**src/rtl/seq_detect_param_if.sv**
```systemverilog
// Serial pattern-detector bus: sampled data, runtime configuration strobes and match outputs.
interface seq_detect_param_if #(
  parameter int MAX_LEN = 8,
  parameter int LEN_W   = $clog2(MAX_LEN + 1),
  parameter int CNT_W   = 8
);
  logic               data_valid;
  logic               data;
  logic               overlap_en;
  logic               pat_load;
  logic [MAX_LEN-1:0] pat_val;
  logic [LEN_W-1:0]   pat_len;
  logic               cnt_clr;
  logic               flag;
  logic [CNT_W-1:0]   match_cnt;

  modport master (
    output data_valid, data, overlap_en, pat_load, pat_val, pat_len, cnt_clr,
    input  flag, match_cnt
  );

  modport slave (
    input  data_valid, data, overlap_en, pat_load, pat_val, pat_len, cnt_clr,
    output flag, match_cnt
  );
endinterface

```
**src/rtl/seq_detect_param.sv**
```systemverilog
// Runtime-programmable serial bit-pattern detector with overlap/non-overlap modes
// and a saturating match counter; state is just history, fill level and pattern.
module seq_detect_param #(
  parameter int                 MAX_LEN = 8,
  parameter int                 LEN_W   = $clog2(MAX_LEN + 1),
  parameter int                 CNT_W   = 8,
  parameter logic [MAX_LEN-1:0] DEF_PAT = MAX_LEN'(8'b0000_1011),
  parameter int                 DEF_LEN = 4
) (
  input  logic                clk,
  input  logic                rst,
  seq_detect_param_if.slave   bus
);

  localparam logic [LEN_W-1:0] MAX_LEN_L = LEN_W'(MAX_LEN);

  logic [MAX_LEN-1:0] hist_q, hist_d;
  logic [MAX_LEN-1:0] pat_q, pat_d;
  logic [LEN_W-1:0]   len_q, len_d;
  logic [LEN_W-1:0]   fill_q, fill_d;
  logic               flag_q, flag_d;
  logic [CNT_W-1:0]   cnt_q, cnt_d;

  logic [MAX_LEN-1:0] cand;
  logic [MAX_LEN-1:0] mask;
  logic               enough_bits;
  logic               match;

  function automatic logic [CNT_W-1:0] sat_inc_cnt(input logic [CNT_W-1:0] v);
    return (&v) ? v : v + CNT_W'(1);
  endfunction

  function automatic logic [LEN_W-1:0] sat_inc_fill(input logic [LEN_W-1:0] v);
    return (v >= MAX_LEN_L) ? MAX_LEN_L : v + LEN_W'(1);
  endfunction

  // The incoming bit completes the candidate window on the same edge it is sampled.
  always_comb begin
    cand = {hist_q[MAX_LEN-2:0], bus.data};
    mask = '0;
    for (int i = 0; i < MAX_LEN; i++) begin
      mask[i] = (i < int'(len_q));
    end
    enough_bits = ({1'b0, fill_q} + (LEN_W + 1)'(1)) >= {1'b0, len_q};
    match = bus.data_valid && !bus.pat_load && (len_q != '0) && enough_bits &&
            (((cand ^ pat_q) & mask) == '0);
  end

  always_comb begin
    hist_d = hist_q;
    pat_d  = pat_q;
    len_d  = len_q;
    fill_d = fill_q;
    flag_d = 1'b0;
    if (bus.pat_load) begin
      // A load discards any bit sampled alongside it; history survives, fill restarts.
      pat_d  = bus.pat_val;
      len_d  = (bus.pat_len > MAX_LEN_L) ? MAX_LEN_L : bus.pat_len;
      fill_d = '0;
    end else if (bus.data_valid) begin
      hist_d = cand;
      fill_d = (match && !bus.overlap_en) ? '0 : sat_inc_fill(fill_q);
      flag_d = match;
    end
    if (bus.cnt_clr) begin
      cnt_d = '0;
    end else if (match) begin
      cnt_d = sat_inc_cnt(cnt_q);
    end else begin
      cnt_d = cnt_q;
    end
  end

  always_ff @(posedge clk or negedge rst) begin
    if (!rst) begin
      hist_q <= '0;
      pat_q  <= DEF_PAT;
      len_q  <= LEN_W'(DEF_LEN);
      fill_q <= '0;
      flag_q <= 1'b0;
      cnt_q  <= '0;
    end else begin
      hist_q <= hist_d;
      pat_q  <= pat_d;
      len_q  <= len_d;
      fill_q <= fill_d;
      flag_q <= flag_d;
      cnt_q  <= cnt_d;
    end
  end

  assign bus.flag      = flag_q;
  assign bus.match_cnt = cnt_q;

endmodule
```
**src/flat_wrapper.sv**
```systemverilog
// flat-port wrapper written by rule: the top's interface ports become plain ports
module seq_detect_param_flat 
#(
  parameter int                 MAX_LEN = 8,
  parameter int                 LEN_W   = $clog2(MAX_LEN + 1),
  parameter int                 CNT_W   = 8,
  parameter logic [MAX_LEN-1:0] DEF_PAT = MAX_LEN'(8'b0000_1011),
  parameter int                 DEF_LEN = 4
)
  (clk, rst, bus_data_valid, bus_data, bus_overlap_en, bus_pat_load, bus_pat_val, bus_pat_len, bus_cnt_clr, bus_flag, bus_match_cnt);
  seq_detect_param_if #(.MAX_LEN(MAX_LEN), .LEN_W(LEN_W), .CNT_W(CNT_W)) bus_i ();
  input  logic clk;
  input  logic rst;
  input wire logic [$bits(bus_i.data_valid)-1:0] bus_data_valid;
  input wire logic [$bits(bus_i.data)-1:0] bus_data;
  input wire logic [$bits(bus_i.overlap_en)-1:0] bus_overlap_en;
  input wire logic [$bits(bus_i.pat_load)-1:0] bus_pat_load;
  input wire logic [$bits(bus_i.pat_val)-1:0] bus_pat_val;
  input wire logic [$bits(bus_i.pat_len)-1:0] bus_pat_len;
  input wire logic [$bits(bus_i.cnt_clr)-1:0] bus_cnt_clr;
  output wire logic [$bits(bus_i.flag)-1:0] bus_flag;
  output wire logic [$bits(bus_i.match_cnt)-1:0] bus_match_cnt;
  assign bus_i.data_valid = bus_data_valid;
  assign bus_i.data = bus_data;
  assign bus_i.overlap_en = bus_overlap_en;
  assign bus_i.pat_load = bus_pat_load;
  assign bus_i.pat_val = bus_pat_val;
  assign bus_i.pat_len = bus_pat_len;
  assign bus_i.cnt_clr = bus_cnt_clr;
  assign bus_flag = bus_i.flag;
  assign bus_match_cnt = bus_i.match_cnt;
  seq_detect_param #(.MAX_LEN(MAX_LEN), .LEN_W(LEN_W), .CNT_W(CNT_W), .DEF_PAT(DEF_PAT), .DEF_LEN(DEF_LEN)) u_core (.clk(clk), .rst(rst), .bus(bus_i));
endmodule
```
**config.mk**
```make
export PLATFORM = sky130hd
export DESIGN_NAME = seq_detect_param_flat
export DESIGN_NICKNAME = d
export VERILOG_FILES = /design/src/rtl/seq_detect_param_if.sv /design/src/rtl/seq_detect_param.sv /design/src/flat_wrapper.sv
export SDC_FILE = /design/constraint.sdc
export NUM_CORES = 1
export LEC_CHECK = 0
export CORE_MARGIN = 4
export CORE_UTILIZATION = 42
export DETAILED_ROUTE_END_ITERATION = 7
export GPL_ROUTABILITY_DRIVEN = 0
export PLACE_DENSITY = 0.71
export SYNTH_ARGS = -nofsm -noshare
export SYNTH_HDL_FRONTEND = slang
export SYNTH_SLANG_ARGS = --single-unit
```
**constraint.sdc**
```tcl
create_clock -name clk -period 5.65 [get_ports clk]
set_input_delay 0.8475 -clock clk [delete_from_list [all_inputs] [get_ports clk]]
set_output_delay 0.8475 -clock clk [all_outputs]
set_load 0.005 [all_outputs]
```
; ---- Yosys cells after proc, flatten, opt, wreduce, memory -nomap -nowiden
; Cells that the tools add are included.
[op_classes]
n_mul = 0
bitwise_logic = 3
shift = 0
order_cmp = 11
add_sub_neg = 3
div_mod_pow = 0
reduce_logical = 14
eq_ne = 1
mux = 10
[ops]
columns = op, n
row1 = two-way mux 8 bit, 3
row2 = two-way mux 4 bit, 5
row3 = "< comparator 3 x 4 -> 1 bit, first input constant", 4
row4 = "adder 8 x 1 -> 8 bit, second input constant", 1
row5 = AND 8 bit, 1
row6 = logical NOT 8 bit, 1
row7 = "< comparator 1 x 4 -> 1 bit, first input constant", 2
row8 = "< comparator 2 x 4 -> 1 bit, first input constant", 2
row9 = AND reduction 8 bit, 1
row10 = XOR 8 bit, 1
row11 = "adder 4 x 1 -> 5 bit, second input constant", 1
row12 = >= comparator 5 x 4 -> 1 bit, 1
row13 = logical AND 1 bit, 5
row14 = "adder 4 x 1 -> 4 bit, second input constant", 1
row15 = ">= comparator 4 bit, second input constant", 1
row16 = "greater-than comparator 4 bit, second input constant", 1
row17 = AND reduction 2 bit, 2
row18 = nonzero test 2 bit, 2
row19 = nonzero test 4 bit, 1
row20 = logical NOT 1 bit, 2
row21 = two-way mux 1 bit, 2
row22 = "!= test 2 bit, second input constant", 1
row23 = NOT 1 bit, 1
[totals]
romBits = 0
regBits = 32
word_cells = 48
latch_bits = 0
mem_bits_rw = 0
out_inout_bits = 9
n_memories = 0

; ---- Longest topological paths before layout
; Gate-level depths: netlist of the first run.
[depth]
ltp_word = 9
depth_mapped = 10

; ---- Least setup slack after synthesis of the first run
; Ideal clock, no wire load.
[synth_path]
path_type = input port to flip-flop
startpoint = in bus_pat_load
endpoint = reg u_core.cnt_q[0] (netlist: u_core.bus.match_cnt[0])
path_slack_ns = 3.082
arrival_ns = 2.441
required_time_ns = 5.522
n_path_buf = 2
path_stages = 8
path_cell_list = nand2b_1 buf_6 a311oi_2 o211ai_1 or3_1 buf_2 nor2_1 mux2_1
[synth_via]
elab_chain_cells = 7
[synth_rtl]
columns = element, line
row1 = from (decl), flat_wrapper.sv:17  ; input wire logic [$bits(bus_i.pat_load)-1:0] bus_pat_load;
row2 = logical NOT 1 bit, seq_detect_param.sv:45  ; match = bus.data_valid && !bus.pat_load && (len_q != '0) && enough_bits &&
row3 = logical AND 1 bit (4 in a row), seq_detect_param.sv:45
row4 = nonzero test 2 bit (no line), -
row5 = AND reduction 2 bit (no line), -
row6 = to (signal assigned), seq_detect_param.sv:88  ; cnt_q <= cnt_d;
row7 = to (decl), seq_detect_param.sv:22  ; logic [CNT_W-1:0] cnt_q, cnt_d;
; Every way passes these cells.
; A chain may end at the register's enable or synchronous reset.

; ---- Worst setup path in the final report of the first run
; Ends and elaborated chain as after synthesis.

==> flow_summary.json, run 1 <==
{
  "power_leakage_nw": 0.853,
  "fin_hold_ws_ns": 0.533,
  "dp.cells": 230,
  "postCtsSetupBuffers": 0,
  "period_minus_slack_ns": 3.52,
  "hold_viol_final": 0,
  "fmax_mhz": 284,
  "clk_pin_slew_ns": 0.06,
  "cp-start-kind": "input port",
  "cts_max_path_buffers": 2,
  "endpoint_kind": "flop",
  "grt_pass1_vias": 1281,
  "hold_class": "reg -> reg",
  "syn_inst": 159,
  "die_area_um2": 5090,
  "die_h_um": 71.3,
  "grt_pass1_wl_um": 5870,
  "cts.sinks": 32,
  "grt_usage_pct": 14.9,
  "num_vias": 1281,
  "synth_edf_count": 0,
  "synth_area_um2": 1680,
  "final_nets": 215,
  "gr-total-overflow": 0,
  "synth_compound_area_share_pct": 13.6,
  "status": "finished clean",
  "synth_area_per_cell_um2": 10.6,
  "io_pins": 28,
  "io_buffers": 27,
  "drt-pass1-iter-count": 4,
  "max_slew_margin_pct": 48.5,
  "cap_violations": 0,
  "finalClockSkew_ns": 0.00486,
  "cts_hold_buf": 0,
  "root_buffer": "clkbuf_8",
  "tightestPinTransition_ns": 0.769,
  "synth_simple_gate_area_share_pct": 12.3,
  "dieWidth_um": 71.3,
  "rows": 22,
  "setup_viol": 0,
  "ctsResizeCount": 0,
  "yosysMostFrequentCell": "dfrtp_1",
  "cts_tree": "built",
  "syn_to_final_growth_pct": 23.3,
  "yosysSeqAreaShare_pct": 47.8,
  "wirelength_um": 3500,
  "ir_worst_vdd_v": 0.000204,
  "synthXorXnorAreaFrac_pct": 5.20,
  "wl_per_cell_um": 14.7,
  "post-route-util_pct": 55.0,
  "htreeDepth": 2,
  "maxSlewViolCount": 0,
  "drc": 0,
  "synth_area_leader_cell": "dfrtp_1",
  "fill_cells": 319,
  "vias_per_cell": 5.38,
  "rsz0062_at_grt": "false",
  "clock_latency_ns": 0.28,
  "cp_cell_sequence": "clkdlybuf4s50_1 -> nand2b_1 -> a311oi_2 -> o211ai_1 -> or3_1 -> nor2_1 -> mux2_1",
  "coreArea_um2": 3770,
  "synthArstFlopShare_pct": 100,
  "final.period_utilization_pct": 62.2,
  "grt_max_degree": 33,
  "synth.distinct_cells": 38,
  "power.density_nw_per_um2": 270,
  "worst_path_max_delay_cell": "clkdlybuf4s50_1",
  "critical_path_buf_inv_count": 1,
  "cp_top_family": "simple AND/OR/NAND/NOR gates",
  "crit_required_ns": 5.82,
  "synth_top_area_share_pct": 41.6,
  "fin_tns_setup_ns": 0,
  "numCtsBuffers": 5,
  "crit_type": "in -> reg",
  "dr.first_iter.drc_count": 78,
  "netlist_top_cells_area": "dfrtp_1 (42%), mux2_2 (10%), dfstp_2 (6.2%)",
  "ys.flop_type": "dfrtp_1",
  "fin_cells": 238,
  "antenna_found_initial": 0,
  "antenna_left": 0,
  "n_antenna_cell": 0,
  "synthTopCellsByCount": "dfrtp_1 (28), mux2_2 (15), inv_1 (12), nand2_1 (12), o21ai_0 (8)",
  "path_max_fanout": 20,
  "drive_gt1_share_pct": 14.7,
  "synth-adder-area-share_pct": 5.20,
  "hpwl_um": 2690,
  "synthMuxAreaShare_pct": 11.3,
  "synth_top_family_by_area": "compound AO/OA/AOI/OAI gates",
  "ys_seq_elements": 32,
  "start_util_pct": 44.7,
  "arrival_ns": 3.68,
  "syn_nets": 185,
  "slowest_delay_ns": 0.81,
  "ys_warn_count": 0
}
## power by group
part	internal [mW]	leakage, nW	total, mW	switching [mW]
Sequential	0.261	0.402	0.287	0.0261
Combinational	0.0616	0.409	0.107	0.0454
Clock	0.0863	0.0422	0.166	0.0802
Total	0.408	0.853	0.560	0.152
## per-layer routing
layer | vias to the layer above | part of all wire, % | track usage (%) | routed length [um]
met5 | - | 0 | 0 | 0
met4 | 0 | 1.9 | 7.31 | 65
met3 | 6 | 3.4 | 4.21 | 119
met2 | 26 | 53 | 24.7 | 1850
met1 | 628 | 42 | 17.6 | 1460
li1 | 621 | - | - | -
## cell type report
class | count | area (um^2) | area share (%)
Clock inverter | 1 | 5.00 | 0.241
Clock buffer | 7 | 76.3 | 3.68
Timing Repair Buffer | 28 | 278 | 13.4
Tap cell | 48 | 60.1 | 2.89
Sequential cell | 32 | 806 | 38.8
Multi-Input combinational cell | 109 | 802 | 38.6
Inverter | 13 | 48.8 | 2.35
## final timing paths
kind | startpoint | to | slack, ns | cells past startpoint
worst max-delay path | bus_pat_load | u_core.bus.match_cnt[0] | 2.13 | 7
worst min-delay path | u_core.hist_q[6] | u_core.hist_q[6] | 0.53 | 1
worst max register to register | u_core.fill_q[0] | u_core.bus.match_cnt[0] | 3.02 | 8
worst min register to register | u_core.hist_q[6] | u_core.hist_q[6] | 0.53 | 1
max in group asynchronous | rst | u_core.pat_q[0] | 4.36 | 2
min in group asynchronous | rst | u_core.bus.match_cnt[6] | 0.96 | 2
## cell usage in the layout (no fill, tap or decap), types with 2 or more instances in the layout
cell             Yosys  final
nor3_1               3      3
xnor2_1              6      6
a211oi_1             2      2
nand2b_1             5      5
clkdlybuf4s50_1      0     27
a21oi_1              4      4
dfstp_2              4      4
a21o_1               2      2
o31ai_1              3      3
nand2_1             12     12
a41oi_1              2      2
nor2b_1              3      3
clkbuf_8             0      5
ha_1                 7      7
or3_1                2      2
nand3_1              7      7
mux2_2              15     15
xor2_1               4      4
a31oi_1              3      3
inv_1               12     12
o22ai_1              2      2
and3_1               2      2
clkbuf_1             3      2
o21ai_0              8      8
dfrtp_1             28     28
nor2_1               6      6
## per-stage QoR
| stage | setup WS, ns | instance area, um^2 | power [mW] |
|---|---|---|---|
| floorplan | 3.08 | 1680 | 0.359 |
| global placement | 1.95 | 1990 | 0.392 |
| detailed placement | 1.86 | 1990 | 0.399 |
| CTS | 2.15 | 2080 | 0.568 |
| global route | 2.00 | 2080 | 0.593 |
| finish | 2.13 | 2080 | 0.560 |
## worst register-to-register path, cell delays in order (launching register included)
cell and delay (ns):
dfrtp_1 0.46, inv_1 0.10, ha_1 0.33, ha_1 0.29
a211oi_1 0.07, o21a_1 0.21, or3_1 0.49, nor2_1 0.23
mux2_1 0.34
## state kept, by name, indices dropped and copies added, names as in the netlist
signal	flops
u_core.pat_q	8
u_core.fill_q	4
u_core.bus.match_cnt	8
u_core.len_q	4
u_core.hist_q	7
u_core.bus.flag	1
## kinds of logic (layout without fill, tap and decap cells)
group                      Yosys count  in the layout
muxes                               17             17
adders and majority gates            7              7
xor gates and xnor gates            10             10
DFF                                 32             32
AOI/OAI and AO/OA                   33             33
and+or+nand+nor                     42             42
buffers and inverters               18             49
No activity file was read; power rests on OpenSTA's default activity.
==> run 2, diff against run 1 <==
--- a/config.mk
+++ b/config.mk
@@ -9,7 +9,7 @@
 export CORE_UTILIZATION = 42
 export DETAILED_ROUTE_END_ITERATION = 7
 export GPL_ROUTABILITY_DRIVEN = 0
-export PLACE_DENSITY = 0.71
+export PLACE_DENSITY = 0.74
 export SYNTH_ARGS = -nofsm -noshare
 export SYNTH_HDL_FRONTEND = slang
 export SYNTH_SLANG_ARGS = --single-unit
==> constraint.sdc (replaced) <==
create_clock -name clk -period 2.9 [get_ports clk]
set_input_delay 0.435 -clock clk [delete_from_list [all_inputs] [get_ports clk]]
set_output_delay 0.435 -clock clk [all_outputs]
set_load 0.005 [all_outputs]
==> flow_summary.json, run 2 (synthesis results as in run 1) <==
{
  "drt-pass1-iter-count": 4,
  "drc": 0,
  "finalClockSkew_ns": 0.00647,
  "rows": 22,
  "final.period_utilization_pct": 88.8,
  "postCtsSetupBuffers": 0,
  "status": "finished clean",
  "cts_tree": "built",
  "regArea_um2": 806,
  "cp_cell_sequence": "ha_1 -> xor2_1 -> ha_1 -> o21ai_0 -> o21a_1 -> or3_1 -> nor2_1 -> mux2_1",
  "syn_to_final_growth_pct": 24.9,
  "vias_per_cell": 5.38,
  "period_minus_slack_ns": 2.57,
  "arrival_ns": 2.75,
  "crit_type": "reg -> reg",
  "crit_top_cell": "ha_1",
  "fmax_mhz": 389,
  "setup_viol": 0,
  "total_power_mw": 1.13,
  "grt_pass1_vias": 1296,
  "crit_required_ns": 3.07,
  "cap_violations": 0,
  "start_util_pct": 44.7,
  "grt_usage_pct": 15.2,
  "slowest_delay_ns": 0.48,
  "final_cell_mix": "dfrtp_1 (28), clkdlybuf4s50_1 (27), mux2_2 (15)",
  "cp-start-kind": "flop",
  "hold_viol_final": 0,
  "antenna_found_initial": 0,
  "root_buffer": "clkbuf_8",
  "cts_hold_buf": 0,
  "power_leakage_nw": 0.865,
  "io_pins": 28,
  "htreeDepth": 2,
  "multi_input_area_um2": 802,
  "n_antenna_cell": 0,
  "num_vias": 1290,
  "pwr-share-comb_pct": 18.6,
  "switching_share_pct": 27.0,
  "p_int_uw": 822,
  "die_area_um2": 5090,
  "clk_pin_slew_ns": 0.07,
  "drive_gt1_share_pct": 16.1,
  "dieWidth_um": 71.3,
  "ctsResizeCount": 0,
  "pwr-share-clk_pct": 31.8,
  "fin_hold_ws_ns": 0.537,
  "die_h_um": 71.3,
  "gr-total-overflow": 0,
  "endpoint_kind": "flop",
  "pwr-share-seq_pct": 49.6,
  "numCtsBuffers": 5,
  "antenna_left": 0,
  "wl_per_cell_um": 14.7,
  "fill_cells": 312,
  "postPlaceCellArea_um2": 2010,
  "grt_pass1_wl_um": 6030,
  "post-route-util_pct": 55.8,
  "power.density_nw_per_um2": 535,
  "wirelength_um": 3530,
  "hpwl_um": 2670,
  "p_sw_uw": 304,
  "maxSlewViolCount": 0,
  "cts.sinks": 32,
  "cts_max_path_buffers": 2,
  "ir_worst_vdd_v": 0.000391,
  "hold_class": "in -> async",
  "tightestPinTransition_ns": 0.568,
  "path_max_fanout": 7,
  "grt_max_degree": 33,
  "max_slew_margin_pct": 61.8,
  "io_buffers": 27,
  "coreArea_um2": 3770,
  "final_common_cell": "dfrtp_1",
  "rsz0062_at_grt": "false",
  "dr.first_iter.drc_count": 70,
  "final_area_um2": 2100,
  "clock_latency_ns": 0.29,
  "final_nets": 217,
  "worst_path_max_delay_cell": "or3_1",
  "fin_tns_setup_ns": 0
}
## run 2: cell type report
class | count | share of cell area (%)
clock buffer | 7 | 4.10
multi-input combinational | 109 | 38.1
sequential | 32 | 38.3
timing repair buffer | 30 | 13.9
inverter | 13 | 2.32
clock inverter | 1 | 0.357
tap | 48 | 2.86
## run 2: power groups by stage
stage	logic (mW)	registers (mW)	clock network (mW)
2_1_floorplan	0.145	0.553	0
3_3_place_gp	0.201	0.561	0
3_5_place_dp	0.210	0.566	0
4_1_cts	0.212	0.558	0.364
5_1_grt	0.234	0.567	0.383
6_report	0.209	0.558	0.358
## run 2: critical path, delay by kind of cell, from the launching register on
family                   cells  cell delay (ns)
AND/OR/NAND/NOR              2             0.70
adder cells (fa/ha/maj)      2             0.54
flip-flops                   1             0.44
multiplexers                 1             0.34
AO/OA/AOI/OAI                2             0.26
XOR/XNOR                     1             0.18
## run 2: worst paths after layout
| check | to | start | slack [ns] | cells past startpoint |
|---|---|---|---|---|
| min in group clk | u_core.hist_q[6] | u_core.hist_q[6] | 0.54 | 1 |
| setup reg to reg | u_core.bus.match_cnt[0] | u_core.fill_q[0] | 0.33 | 8 |
| hold reg to reg | u_core.hist_q[6] | u_core.hist_q[6] | 0.54 | 1 |
| setup / recovery | u_core.bus.match_cnt[0] | u_core.fill_q[0] | 0.33 | 8 |
| hold / removal | u_core.bus.match_cnt[3] | rst | 0.54 | 2 |
| max in group asynchronous | u_core.len_q[2] | rst | 2.03 | 2 |
## run 2: routing by layer
layer | part of all wire (%) | track usage [%] | vias up
li1 | - | - | 627
met1 | 43 | 17.8 | 629
met2 | 52 | 25.7 | 29
met3 | 4.2 | 4.63 | 5
met4 | 1.4 | 6.05 | 0
met5 | 0 | 0 | -
## run 2: through the flow
stage / std cells / setup WS, ns
floorplan: 159 / 0.480
global placement: 232 / 0.312
detailed placement: 232 / 0.248
CTS: 240 / 0.317
global route: 240 / 0.224
finish: 240 / 0.326
==> run 3, diff against run 2 <==
--- a/config.mk
+++ b/config.mk
@@ -9,7 +9,7 @@
 export CORE_UTILIZATION = 42
 export DETAILED_ROUTE_END_ITERATION = 7
 export GPL_ROUTABILITY_DRIVEN = 0
-export PLACE_DENSITY = 0.74
+export PLACE_DENSITY = 0.71
 export SYNTH_ARGS = -nofsm -noshare
 export SYNTH_HDL_FRONTEND = slang
 export SYNTH_SLANG_ARGS = --single-unit
==> constraint.sdc (replaced) <==
create_clock -name clk -period 2.6 [get_ports clk]
set_input_delay 0.39 -clock clk [delete_from_list [all_inputs] [get_ports clk]]
set_output_delay 0.39 -clock clk [all_outputs]
set_load 0.005 [all_outputs]
==> flow_summary.json, run 3 (synthesis results as in run 1) <==
{
  "grt_pass1_wl_um": 5870,
  "use_met1_pct": 17.2,
  "fmax_mhz": 396,
  "rrSetupSlack_ns": 0.08,
  "power_leakage_nw": 0.884,
  "start_util_pct": 44.7,
  "crit_start": "u_core.fill_q[0]",
  "postCtsSetupBuffers": 0,
  "slowest_delay_ns": 0.45,
  "reg2reg_depth": 8,
  "power.density_nw_per_um2": 622,
  "hpwl_um": 2610,
  "rows": 22,
  "cap_violations": 0,
  "crit_top_cell": "ha_1",
  "pwr-share-clk_pct": 35.6,
  "use_met2_pct": 25.3,
  "max_slew_margin_pct": 63.1,
  "htreeDepth": 2,
  "hold_viol_final": 0,
  "hold_class": "in -> async",
  "final_nets": 219,
  "io_buffers": 27,
  "cp-start-kind": "flop",
  "finalClockSkew_ns": 0.00907,
  "dieWidth_um": 71.3,
  "switching_share_pct": 26.2,
  "antenna_found_initial": 0,
  "pwr-share-seq_pct": 46.6,
  "path_max_fanout": 7,
  "crit_type": "reg -> reg",
  "wirelength_um": 3620,
  "final.period_utilization_pct": 97.1,
  "tightestPinTransition_ns": 0.549,
  "io_pins": 28,
  "setup_viol": 0,
  "r2r-start": "u_core.fill_q[0]",
  "p_int_uw": 988,
  "crit_required_ns": 2.76,
  "cts_tree": "built",
  "grt_max_degree": 33,
  "n_antenna_cell": 0,
  "fin_hold_ws_ns": 0.509,
  "total_power_mw": 1.34,
  "busiest_layer": "met2",
  "antenna_left": 0,
  "num_vias": 1351,
  "clock_latency_ns": 0.28,
  "cp_cell_sequence": "ha_1 -> xor2_2 -> ha_1 -> o21ai_0 -> o21a_1 -> or3_4 -> nor2_2 -> mux2_1",
  "grtUsageMet3_pct": 4.63,
  "die_h_um": 71.3,
  "cts.sinks": 32,
  "numCtsBuffers": 5,
  "maxSlewViolCount": 0,
  "r2r_end": "u_core.bus.match_cnt[0]",
  "drc": 0,
  "final_cell_mix": "clkdlybuf4s50_1 (27), dfrtp_1 (27), mux2_2 (15)",
  "clk_pin_slew_ns": 0.07,
  "pwr-share-comb_pct": 17.8,
  "rsz0062_at_grt": "true",
  "drt-pass1-iter-count": 5,
  "wl_per_cell_um": 14.9,
  "drive_gt1_share_pct": 19.6,
  "vias_per_cell": 5.58,
  "gr-total-overflow": 0,
  "fin_tns_setup_ns": 0,
  "p_sw_uw": 351,
  "grt_pass1_vias": 1314,
  "period_minus_slack_ns": 2.52,
  "grt_usage_pct": 14.9,
  "syn_to_final_growth_pct": 27.8,
  "die_area_um2": 5090,
  "root_buffer": "clkbuf_8",
  "critical_path_buf_inv_count": 0,
  "cp.depth": 8,
  "endpoint": "u_core.bus.match_cnt[0]",
  "cts_max_path_buffers": 2,
  "arrival_ns": 2.69,
  "worst_path_max_delay_cell": "dfrtp_2",
  "dr.first_iter.drc_count": 67,
  "coreArea_um2": 3770,
  "ir_worst_vdd_v": 0.000401,
  "endpoint_kind": "flop",
  "status": "finished clean",
  "cp_top_family": "simple AND/OR/NAND/NOR gates"
}
run 3: final cells by class:
type / instances / area (um^2)
Multi-Input combinational cell: 109 / 817
Tap cell: 48 / 60.1
Sequential cell: 32 / 807
Inverter: 13 / 48.8
Clock inverter: 3 / 42.5
Fill cell: 326 / 1620
Clock buffer: 5 / 68.8
Timing Repair Buffer: 32 / 308
run 3: power groups by stage:
stage | Sequential [mW] | Combinational (mW) | Clock, mW
3_3_place_gp | 0.626 | 0.226 | 0
6_report | 0.624 | 0.238 | 0.477
2_1_floorplan | 0.617 | 0.162 | 0
3_5_place_dp | 0.632 | 0.236 | 0
5_1_grt | 0.633 | 0.266 | 0.505
4_1_cts | 0.624 | 0.239 | 0.483
run 3: stage by stage:
| stage | setup WS (ns) | std cells | util (%) | area, um^2 |
|---|---|---|---|---|
| after floorplan | 0.180 | 159 | - | 1680 |
| after global placement | 0.143 | 234 | 53.7 | 2020 |
| after detailed placement | 0.0302 | 234 | 53.7 | 2020 |
| after CTS | 0.0723 | 242 | 56.8 | 2140 |
| after global routing | -0.00252 | 242 | 57.1 | 2150 |
| final | 0.0761 | 242 | 57.1 | 2150 |
run 3: layer usage:
| metal | part of all wire, % | wire, um |
|---|---|---|
| met2 | 51 | 1840 |
| met1 | 42 | 1510 |
| met4 | 1.9 | 70 |
| met5 | 0 | 0 |
| met3 | 5.2 | 188 |
run 3: repair_timing:
item	4_1_cts	5_1_grt
setup endpoints to repair	1	3
gates resized for setup	2	2
hold buffers	0	0
run 3: how the worst min path moves through the flow:
stage               cells after the start  slack (ns)                      end
detailed placement                      1        0.52          u_core.pat_q[7]
floorplan                               0        0.09          u_core.bus.flag
finish                                  2        0.51          u_core.pat_q[6]
global placement                        1        0.51         u_core.hist_q[6]
CTS                                     2        0.52         u_core.hist_q[6]
global route                            2        0.55  u_core.bus.match_cnt[7]
run 3: worst register-to-register path, cell delays in order, from the launching register on:
cell,delay [ns]
dfrtp_2,0.45
ha_1,0.26
xor2_2,0.20
ha_1,0.31
o21ai_0,0.07
o21a_1,0.18
or3_4,0.44
nor2_2,0.17
mux2_1,0.33
